<file path="src/rtl/cpu6_mdu_pkg.sv">
`default_nettype none
// ============================================================================
//  Module   : cpu6_mdu_pkg
//  Purpose  : Shared definitions for the cpu6 RV32M multiply/divide unit:
//             sequencer state encoding, the M-extension funct7 value,
//             funct3 operation codes and small decode helpers.
//  Ports    : none (package)
//  Revision : 1.0  initial release
// ============================================================================
package cpu6_mdu_pkg;

    // Sequencer states
    typedef enum logic [1:0] {
        MDU_IDLE = 2'd0,
        MDU_CALC = 2'd1,
        MDU_DONE = 2'd2
    } mdu_state_e;

    // funct7 that marks an OP-class instruction as belonging to RV32M
    localparam logic [6:0] c_MDU_FUNCT7 = 7'b0000001;

    // funct3 operation codes
    localparam logic [2:0] c_MDU_OP_MUL    = 3'b000;
    localparam logic [2:0] c_MDU_OP_MULH   = 3'b001;
    localparam logic [2:0] c_MDU_OP_MULHSU = 3'b010;
    localparam logic [2:0] c_MDU_OP_MULHU  = 3'b011;
    localparam logic [2:0] c_MDU_OP_DIV    = 3'b100;
    localparam logic [2:0] c_MDU_OP_DIVU   = 3'b101;
    localparam logic [2:0] c_MDU_OP_REM    = 3'b110;
    localparam logic [2:0] c_MDU_OP_REMU   = 3'b111;

    // Divide-class operations (DIV/DIVU/REM/REMU) all have funct3[2] set
    function automatic logic is_div_op(input logic [2:0] f3);
        return f3[2];
    endfunction

    // REM/REMU return the remainder rather than the quotient
    function automatic logic is_rem_op(input logic [2:0] f3);
        return f3[2] & f3[1];
    endfunction

endpackage : cpu6_mdu_pkg
`default_nettype wire

</file>
<file path="src/rtl/cpu6_mdu_dp.sv">
`default_nettype none
// ============================================================================
//  Module   : cpu6_mdu_dp
//  Purpose  : Datapath of the iterative multiply/divide unit. Holds operand
//             magnitudes, the accumulator and the result sign; performs one
//             shift-add (multiply) or restoring-subtract (divide) step per
//             enabled cycle and forms the final, sign-corrected result.
//  Ports    : clk, resetn        - clock, async active-low reset
//             load               - capture operands/op for a new instruction
//             step               - advance the algorithm by one bit
//             funct3, rs1, rs2   - operation and raw operands (sampled on load)
//             special            - current inputs are div-by-zero / overflow
//             result             - final result of the loaded operation
//  Revision : 1.0  initial release
// ============================================================================
module cpu6_mdu_dp
    import cpu6_mdu_pkg::*;
#(
    parameter int XLEN = 32
) (
    input  logic            clk,
    input  logic            resetn,
    input  logic            load,
    input  logic            step,
    input  logic [2:0]      funct3,
    input  logic [XLEN-1:0] rs1,
    input  logic [XLEN-1:0] rs2,
    output logic            special,
    output logic [XLEN-1:0] result
);

    // Registered operation context
    logic [2:0]      r_op;
    logic [XLEN-1:0] r_opa;         // multiplier / dividend, becomes low product / quotient
    logic [XLEN-1:0] r_opb;         // multiplicand / divisor magnitude
    logic [XLEN-1:0] r_acc;         // high product / partial remainder
    logic            r_neg;         // final result must be negated
    logic            r_special;
    logic [XLEN-1:0] r_special_val;

    // ---------------- operand decode (used on load) ----------------
    logic            w_a_signed, w_b_signed, w_a_neg, w_b_neg;
    logic [XLEN-1:0] w_a_mag, w_b_mag;
    logic            w_res_neg, w_div_zero, w_ovf;
    logic [XLEN-1:0] w_special_val;

    assign w_a_signed = (funct3 == c_MDU_OP_MUL)    || (funct3 == c_MDU_OP_MULH) ||
                        (funct3 == c_MDU_OP_MULHSU) || (funct3 == c_MDU_OP_DIV)  ||
                        (funct3 == c_MDU_OP_REM);
    assign w_b_signed = (funct3 == c_MDU_OP_MUL) || (funct3 == c_MDU_OP_MULH) ||
                        (funct3 == c_MDU_OP_DIV) || (funct3 == c_MDU_OP_REM);
    assign w_a_neg    = w_a_signed & rs1[XLEN-1];
    assign w_b_neg    = w_b_signed & rs2[XLEN-1];
    // -(0x8000_0000) wraps to itself, which is the correct unsigned magnitude
    assign w_a_mag    = w_a_neg ? (~rs1 + 1'b1) : rs1;
    assign w_b_mag    = w_b_neg ? (~rs2 + 1'b1) : rs2;
    // Remainder follows the dividend; product and quotient follow the sign XOR
    assign w_res_neg  = is_rem_op(funct3) ? w_a_neg : (w_a_neg ^ w_b_neg);

    assign w_div_zero = is_div_op(funct3) && (rs2 == '0);
    assign w_ovf      = ((funct3 == c_MDU_OP_DIV) || (funct3 == c_MDU_OP_REM)) &&
                        (rs1 == {1'b1, {(XLEN-1){1'b0}}}) && (rs2 == '1);
    assign special    = w_div_zero | w_ovf;

    always_comb begin
        w_special_val = '0;
        if (w_div_zero) begin
            w_special_val = is_rem_op(funct3) ? rs1 : '1;
        end else if (w_ovf) begin
            w_special_val = is_rem_op(funct3) ? '0 : rs1;
        end
    end

    // ---------------- iteration step ----------------
    logic [XLEN:0]   w_add;     // shift-add partial sum with carry
    logic [XLEN:0]   w_shift;   // remainder shifted left with next dividend bit
    logic [XLEN:0]   w_diff;
    logic            w_ge;

    assign w_add   = {1'b0, r_acc} + (r_opa[0] ? {1'b0, r_opb} : '0);
    assign w_shift = {r_acc, r_opa[XLEN-1]};
    assign w_diff  = w_shift - {1'b0, r_opb};
    assign w_ge    = ~w_diff[XLEN];     // no borrow: divisor fits, quotient bit is 1

    always_ff @(posedge clk or negedge resetn) begin
        if (!resetn) begin
            r_op          <= '0;
            r_opa         <= '0;
            r_opb         <= '0;
            r_acc         <= '0;
            r_neg         <= 1'b0;
            r_special     <= 1'b0;
            r_special_val <= '0;
        end else if (load) begin
            r_op          <= funct3;
            r_opa         <= w_a_mag;
            r_opb         <= w_b_mag;
            r_acc         <= '0;
            r_neg         <= w_res_neg;
            r_special     <= special;
            r_special_val <= w_special_val;
        end else if (step) begin
            if (is_div_op(r_op)) begin
                r_acc <= w_ge ? w_diff[XLEN-1:0] : w_shift[XLEN-1:0];
                r_opa <= {r_opa[XLEN-2:0], w_ge};
            end else begin
                // {acc, opa} shifts right as one 2*XLEN register
                r_acc <= w_add[XLEN:1];
                r_opa <= {w_add[0], r_opa[XLEN-1:1]};
            end
        end
    end

    // ---------------- final sign correction ----------------
    logic [2*XLEN-1:0] w_prod, w_prod_s;
    logic [XLEN-1:0]   w_quot_s, w_rem_s, w_mul_res, w_div_res;

    assign w_prod    = {r_acc, r_opa};
    assign w_prod_s  = r_neg ? (~w_prod + 1'b1) : w_prod;
    assign w_quot_s  = r_neg ? (~r_opa + 1'b1) : r_opa;
    assign w_rem_s   = r_neg ? (~r_acc + 1'b1) : r_acc;
    assign w_mul_res = (r_op == c_MDU_OP_MUL) ? w_prod_s[XLEN-1:0] : w_prod_s[2*XLEN-1:XLEN];
    assign w_div_res = is_rem_op(r_op) ? w_rem_s : w_quot_s;
    assign result    = r_special ? r_special_val :
                       (is_div_op(r_op) ? w_div_res : w_mul_res);

endmodule : cpu6_mdu_dp
`default_nettype wire

</file>
<file path="src/rtl/cpu6_mdu_seq.sv">
`default_nettype none
// ============================================================================
//  Module   : cpu6_mdu_seq
//  Purpose  : Iterative RV32M multiply/divide sequencer beside the cpu6 EX
//             stage. Stalls the pipeline for 32 steps, then presents the
//             result for one cycle. Division special cases finish at once.
//  Ports    : clk, resetn             - clock, async active-low reset
//             mdu_start               - EX holds a valid M instruction
//             mdu_funct3              - operation select
//             mdu_rs1, mdu_rs2        - operands
//             mdu_kill                - flush, abort any operation
//             mdu_stall               - hold IF/ID/EX
//             mdu_busy                - operation in flight
//             mdu_result_valid        - one-cycle result strobe
//             mdu_result              - rd write data
//  Revision : 1.0  initial release
// ============================================================================
module cpu6_mdu_seq
    import cpu6_mdu_pkg::*;
#(
    parameter int XLEN  = 32,
    parameter int CNT_W = 5
) (
    input  logic            clk,
    input  logic            resetn,
    input  logic            mdu_start,
    input  logic [2:0]      mdu_funct3,
    input  logic [XLEN-1:0] mdu_rs1,
    input  logic [XLEN-1:0] mdu_rs2,
    input  logic            mdu_kill,
    output logic            mdu_stall,
    output logic            mdu_busy,
    output logic            mdu_result_valid,
    output logic [XLEN-1:0] mdu_result
);

    mdu_state_e       r_state;
    logic [CNT_W-1:0] r_cnt;
    logic [XLEN-1:0]  r_result;     // last delivered result, held between operations

    logic             w_accept, w_step, w_special;
    logic [XLEN-1:0]  w_final;

    assign w_accept = (r_state == MDU_IDLE) & mdu_start & ~mdu_kill;
    assign w_step   = (r_state == MDU_CALC) & ~mdu_kill;

    cpu6_mdu_dp #(
        .XLEN    (XLEN)
    ) u_dp (
        .clk     (clk),
        .resetn  (resetn),
        .load    (w_accept),
        .step    (w_step),
        .funct3  (mdu_funct3),
        .rs1     (mdu_rs1),
        .rs2     (mdu_rs2),
        .special (w_special),
        .result  (w_final)
    );

    always_ff @(posedge clk or negedge resetn) begin
        if (!resetn) begin
            r_state  <= MDU_IDLE;
            r_cnt    <= '0;
            r_result <= '0;
        end else if (mdu_kill) begin
            r_state <= MDU_IDLE;
        end else begin
            case (r_state)
                MDU_IDLE: begin
                    if (mdu_start) begin
                        r_cnt   <= '0;
                        r_state <= w_special ? MDU_DONE : MDU_CALC;
                    end
                end
                MDU_CALC: begin
                    r_cnt <= r_cnt + 1'b1;
                    if (r_cnt == CNT_W'(XLEN-1)) begin
                        r_state <= MDU_DONE;
                    end
                end
                MDU_DONE: begin
                    r_result <= w_final;
                    r_state  <= MDU_IDLE;
                end
                default: r_state <= MDU_IDLE;
            endcase
        end
    end

    // Stall is gated with resetn so the core sees all-zero outputs during reset
    // even if the decoder still presents an instruction.
    assign mdu_stall        = resetn & (w_accept | (r_state == MDU_CALC));
    assign mdu_busy         = (r_state != MDU_IDLE);
    assign mdu_result_valid = (r_state == MDU_DONE) & ~mdu_kill;
    assign mdu_result       = (r_state == MDU_DONE) ? w_final : r_result;

endmodule : cpu6_mdu_seq
`default_nettype wire

</file>
<file path="config.mk">
export PLATFORM = sky130hd
export DESIGN_NAME = cpu6_mdu_seq
export DESIGN_NICKNAME = d
export VERILOG_FILES = /design/src/rtl/cpu6_mdu_pkg.sv /design/src/rtl/cpu6_mdu_dp.sv /design/src/rtl/cpu6_mdu_seq.sv
export SDC_FILE = /design/constraint.sdc
export NUM_CORES = 1
export LEC_CHECK = 0
export ABC_AREA = 1
export CAP_MARGIN = 10
export CORE_AREA = 5 5 259 261
export DETAILED_ROUTE_END_ITERATION = 16
export DIE_AREA = 0 0 264 266
export PLACE_DENSITY = 0.55
export SYNTH_ARGS = -nofsm -noshare
export SYNTH_HDL_FRONTEND = slang
export SYNTH_SLANG_ARGS = --single-unit
</file>
<file path="constraint.sdc">
create_clock -name clk -period 3.1 [get_ports clk]
set_input_delay 0.31 -clock clk [delete_from_list [all_inputs] [get_ports clk]]
set_output_delay 0.31 -clock clk [all_outputs]
set_load 0.02 [all_outputs]
</file>
==> qor.csv <==
metric;value;unit
source-to-sink clock delay at the later pin of the worst-skew pair;490;ps
Max Clk Rate;329.3;MHz
simple-gate share of the synthesized area;42.33;%
total setup violations reported at the end of the flow;0;
mux cell area share after synthesis;0;%
element type at the critical path end;output pin;
fraction of layout cells with a size suffix above 1;13.70;%
RSZ-0062 raised after global routing;true;
required time at the worst-slack endpoint;2790;ps
CTS H-tree depth;4;
DRC violations left;0;
startpoint of the worst-slack reg-to-reg timing path;u_dp.r_acc[26];
buffer depth of the longest clock path;2;
total standard cell area after synthesis;19050;um^2
aggregate global-route resource usage;24.75;%
count of cell types in the netlist;57;
Routed WL;90.34;mm
final number of hold-violating endpoints;0;
number of detailed-routing iterations run before antenna repair;6;
number of enable-type register cells in the synthesized netlist;0;
ys async rst share;100.0;%
number of placement rows;93;
Initial Utilization;29.67;%
average instance area after synthesis;5.731;um^2
share of the yosys chip area belonging to registers;22.59;%
post-synthesis compound-gate area fraction;15.83;%
Die Ht;266;um
CP Buf/Inv Count;2;
via count of the first global-routing pass;21066;
post-detailed-route count of antenna-violating nets;0;
number of sinks driven by the clock tree;172;
uppermost metal layer occupied by signal nets;met4;
final total power;22410;uW
core region area;64230;um^2
Boundary Pins;106;
WL/cell;20.39;um
largest vdd supply drop;0.0004476;V
Tightest Pin Transition;1057;ps
area share of the largest cell type after synthesis;22.59;%
cts hold-fix bufs;0;
routed wl met3;6.399;mm
met1 routed wirelength after detailed routing;42.20;mm
length of routed met2 wiring;38.71;mm
clock skew after layout;25.40;ps
CP cell instances;nor2_4 -> nand3_2 -> nor2_1 -> nand2_1 -> nor2_4 -> nand2_1 -> nand2_1 -> nand2_1 -> a21oi_1 -> o21ai_0 -> buf_4 -> nand2_1 -> nand2_1 -> dlygate4sd2_1;
number of instances in the synthesized netlist;3325;
synthesis-stage register bit count;172;
buffer cell driving the clock tree root;clkbuf_16;
number of vias per cell after detailed routing;5.172;
register area;4330;um^2
clk slew on worst S/H paths;90;ps
Die X-Extent;264;um
top-count cell post-synth;nand2_1;
leading cell types by total area after synthesis;dfrtp_1, nand2_1, inv_1;
max_slew headroom;29.43;%
Slowest-stage cell, CP;dfrtp_2;
leakage power;0.01201;uW
min cycle time layout;3037;ps
PnR worst setup slack;63.27;ps
net count of the mapped netlist;3469;
arithmetic-cell share of the synthesized area counting full adders, half adders and majority gates;4.872;%
global-route wire length before repair;134.5;mm
path type of the worst setup path;flop to output pin;
most frequent cell on the critical path;nand2_1;
r2r worst-path depth;16;
pin count of the biggest net entering global routing;74;
main combinational cell family by area after synthesis;simple AND/OR/NAND/NOR gates;
most frequently used flop master after synthesis;dfrtp_1;
Port-buffer cells;105;
RR Endpoint;u_dp.r_acc[22];
Area Growth Syn to Fin;23.38;%
number of buffers created by CTS;17;
total global routing overflow;0;
crit-path max cell delay;470;ps
worst path arrival time;2730;ps
library cell with the largest summed area after synthesis;dfrtp_1;
Layout Nets;3707;
total inserted antenna cells;0;
die area;70220;um^2
post-layout utilization of the core;36.60;%
Worst setup SP type;flop;
antenna violations before repair;1;
count of filler cells inserted in the layout;7257;
delay-heaviest family, CP;simple AND/OR/NAND/NOR gates;
path class of the lowest-slack min-delay path;input port to asynchronous set/reset pin;
number of design-rule violations left by the first detailed-router iteration;2482;
total area of multi-input combinational cells;13080;um^2
outcome;finished, final reports clean;
Via Count;22915;
parity-gate share of the synthesized area counting xor and xnor cells;3.080;%
total half-perimeter wirelength after legalization and detailed placement;72.81;mm
most used standard cells in the synthesized netlist;nand2_1, inv_1, nor2_1;
routability cong.;0.9791;
Crit Path Max Fanout;5;
pre-CTS setup slack;-66.60;ps
Final Cycle Share;97.96;%
clock tree from TritonCTS;built;
Ys Warns;0;
ratio of total power to cell area;953.2;nW/um^2
Max Transition Viols Final;0;
number of maximum-capacitance violations;0;
setup slack of the most critical reg-to-reg path;150;ps
==> what timing repair did <==
item / CTS / global route
resized for setup: 126 / 139
setup endpoints to repair: 32 / 47
pin swaps: 5 / 15
cloned: 0 / 1
buffers inserted: 8 / 13
==> power breakdown <==
part	switching, uW	internal, uW
Sequential	977	2960
Clock	1140	1230
Combinational	10700	5430
==> layer usage <==
layer | up-vias | track usage (%)
met2 | 899 | 37.60
met3 | 130 | 3.565
met5 | - | 0
li1 | 11200 | -
met4 | 0 | 7.524
met1 | 10686 | 36.40
==> state kept, by name (all words and copies together) (netlist names) <==
name / count
u_dp.r_acc: 32
r_state: 2
u_dp.r_opa: 32
u_dp.r_special_val: 32
u_dp.r_opb: 32
u_dp.r_neg: 1
u_dp.r_op: 3
u_dp.r_special: 1
r_cnt: 5
r_result: 32
==> how the worst max path moves through the flow <==
stage	startpoint	to	slack [ps]	depth (start not counted)
CTS	u_dp.r_opa[0]	mdu_result[5]	-6	16
global route	u_dp.r_acc[0]	mdu_result[7]	-110	14
global placement	u_dp.r_opa[29]	mdu_result[31]	-120	12
detailed placement	u_dp.r_opa[29]	mdu_result[31]	-70	12
finish	u_dp.r_opa[29]	mdu_result[7]	60	14
floorplan	u_dp.r_opa[0]	u_dp.r_acc[27]	450	21
==> cell usage in the layout, fill, tap and decap left out, types with 14 or more instances in the layout <==
cell,n
a21oi_1,151
buf_4,221
clkbuf_16,17
clkdlybuf4s50_1,72
dfrtp_1,153
dfrtp_2,18
ha_1,69
inv_1,420
inv_2,19
nand2_1,1071
nand2_2,34
nand3_1,301
nand3_2,18
nand3b_1,14
nand4_1,55
nor2_1,279
nor2_2,46
nor2_4,16
nor3_1,19
nor4_1,16
o211ai_1,35
o21ai_0,267
o21ai_1,24
or2_2,17
xor2_1,55
==> cell families after synthesis <==
family / after synthesis
AO/OA/AOI/OAI: 549
XOR/XNOR: 67
adder cells (fa/ha/maj): 73
buffers and inverters: 554
flip-flops: 172
AND/OR/NAND/NOR: 1910
==> metrics by stage <==
step	TNS (ps)	cells	hold slack, ps	cell area [um^2]
after floorplan	0	3325	14.41	19050
after global placement	-204.8	4377	462.7	22360
after detailed placement	-99.86	4377	466.9	22360
after CTS	-11.55	4417	67.50	23190
after global routing	-376.1	4431	115.8	23510
final	0	4431	65.82	23510
==> final cells by class <==
| cell class | instances | share of cell area, % |
|---|---|---|
| clock buffers | 18 | 1.826 |
| clock inverters | 14 | 0.7611 |
| inverters | 441 | 7.041 |
| multi-input cells | 2600 | 55.63 |
| flip-flops and latches | 172 | 18.42 |
| well taps | 855 | 4.551 |
| repair buffers | 331 | 11.77 |
(Power assumes the default switching activity.)
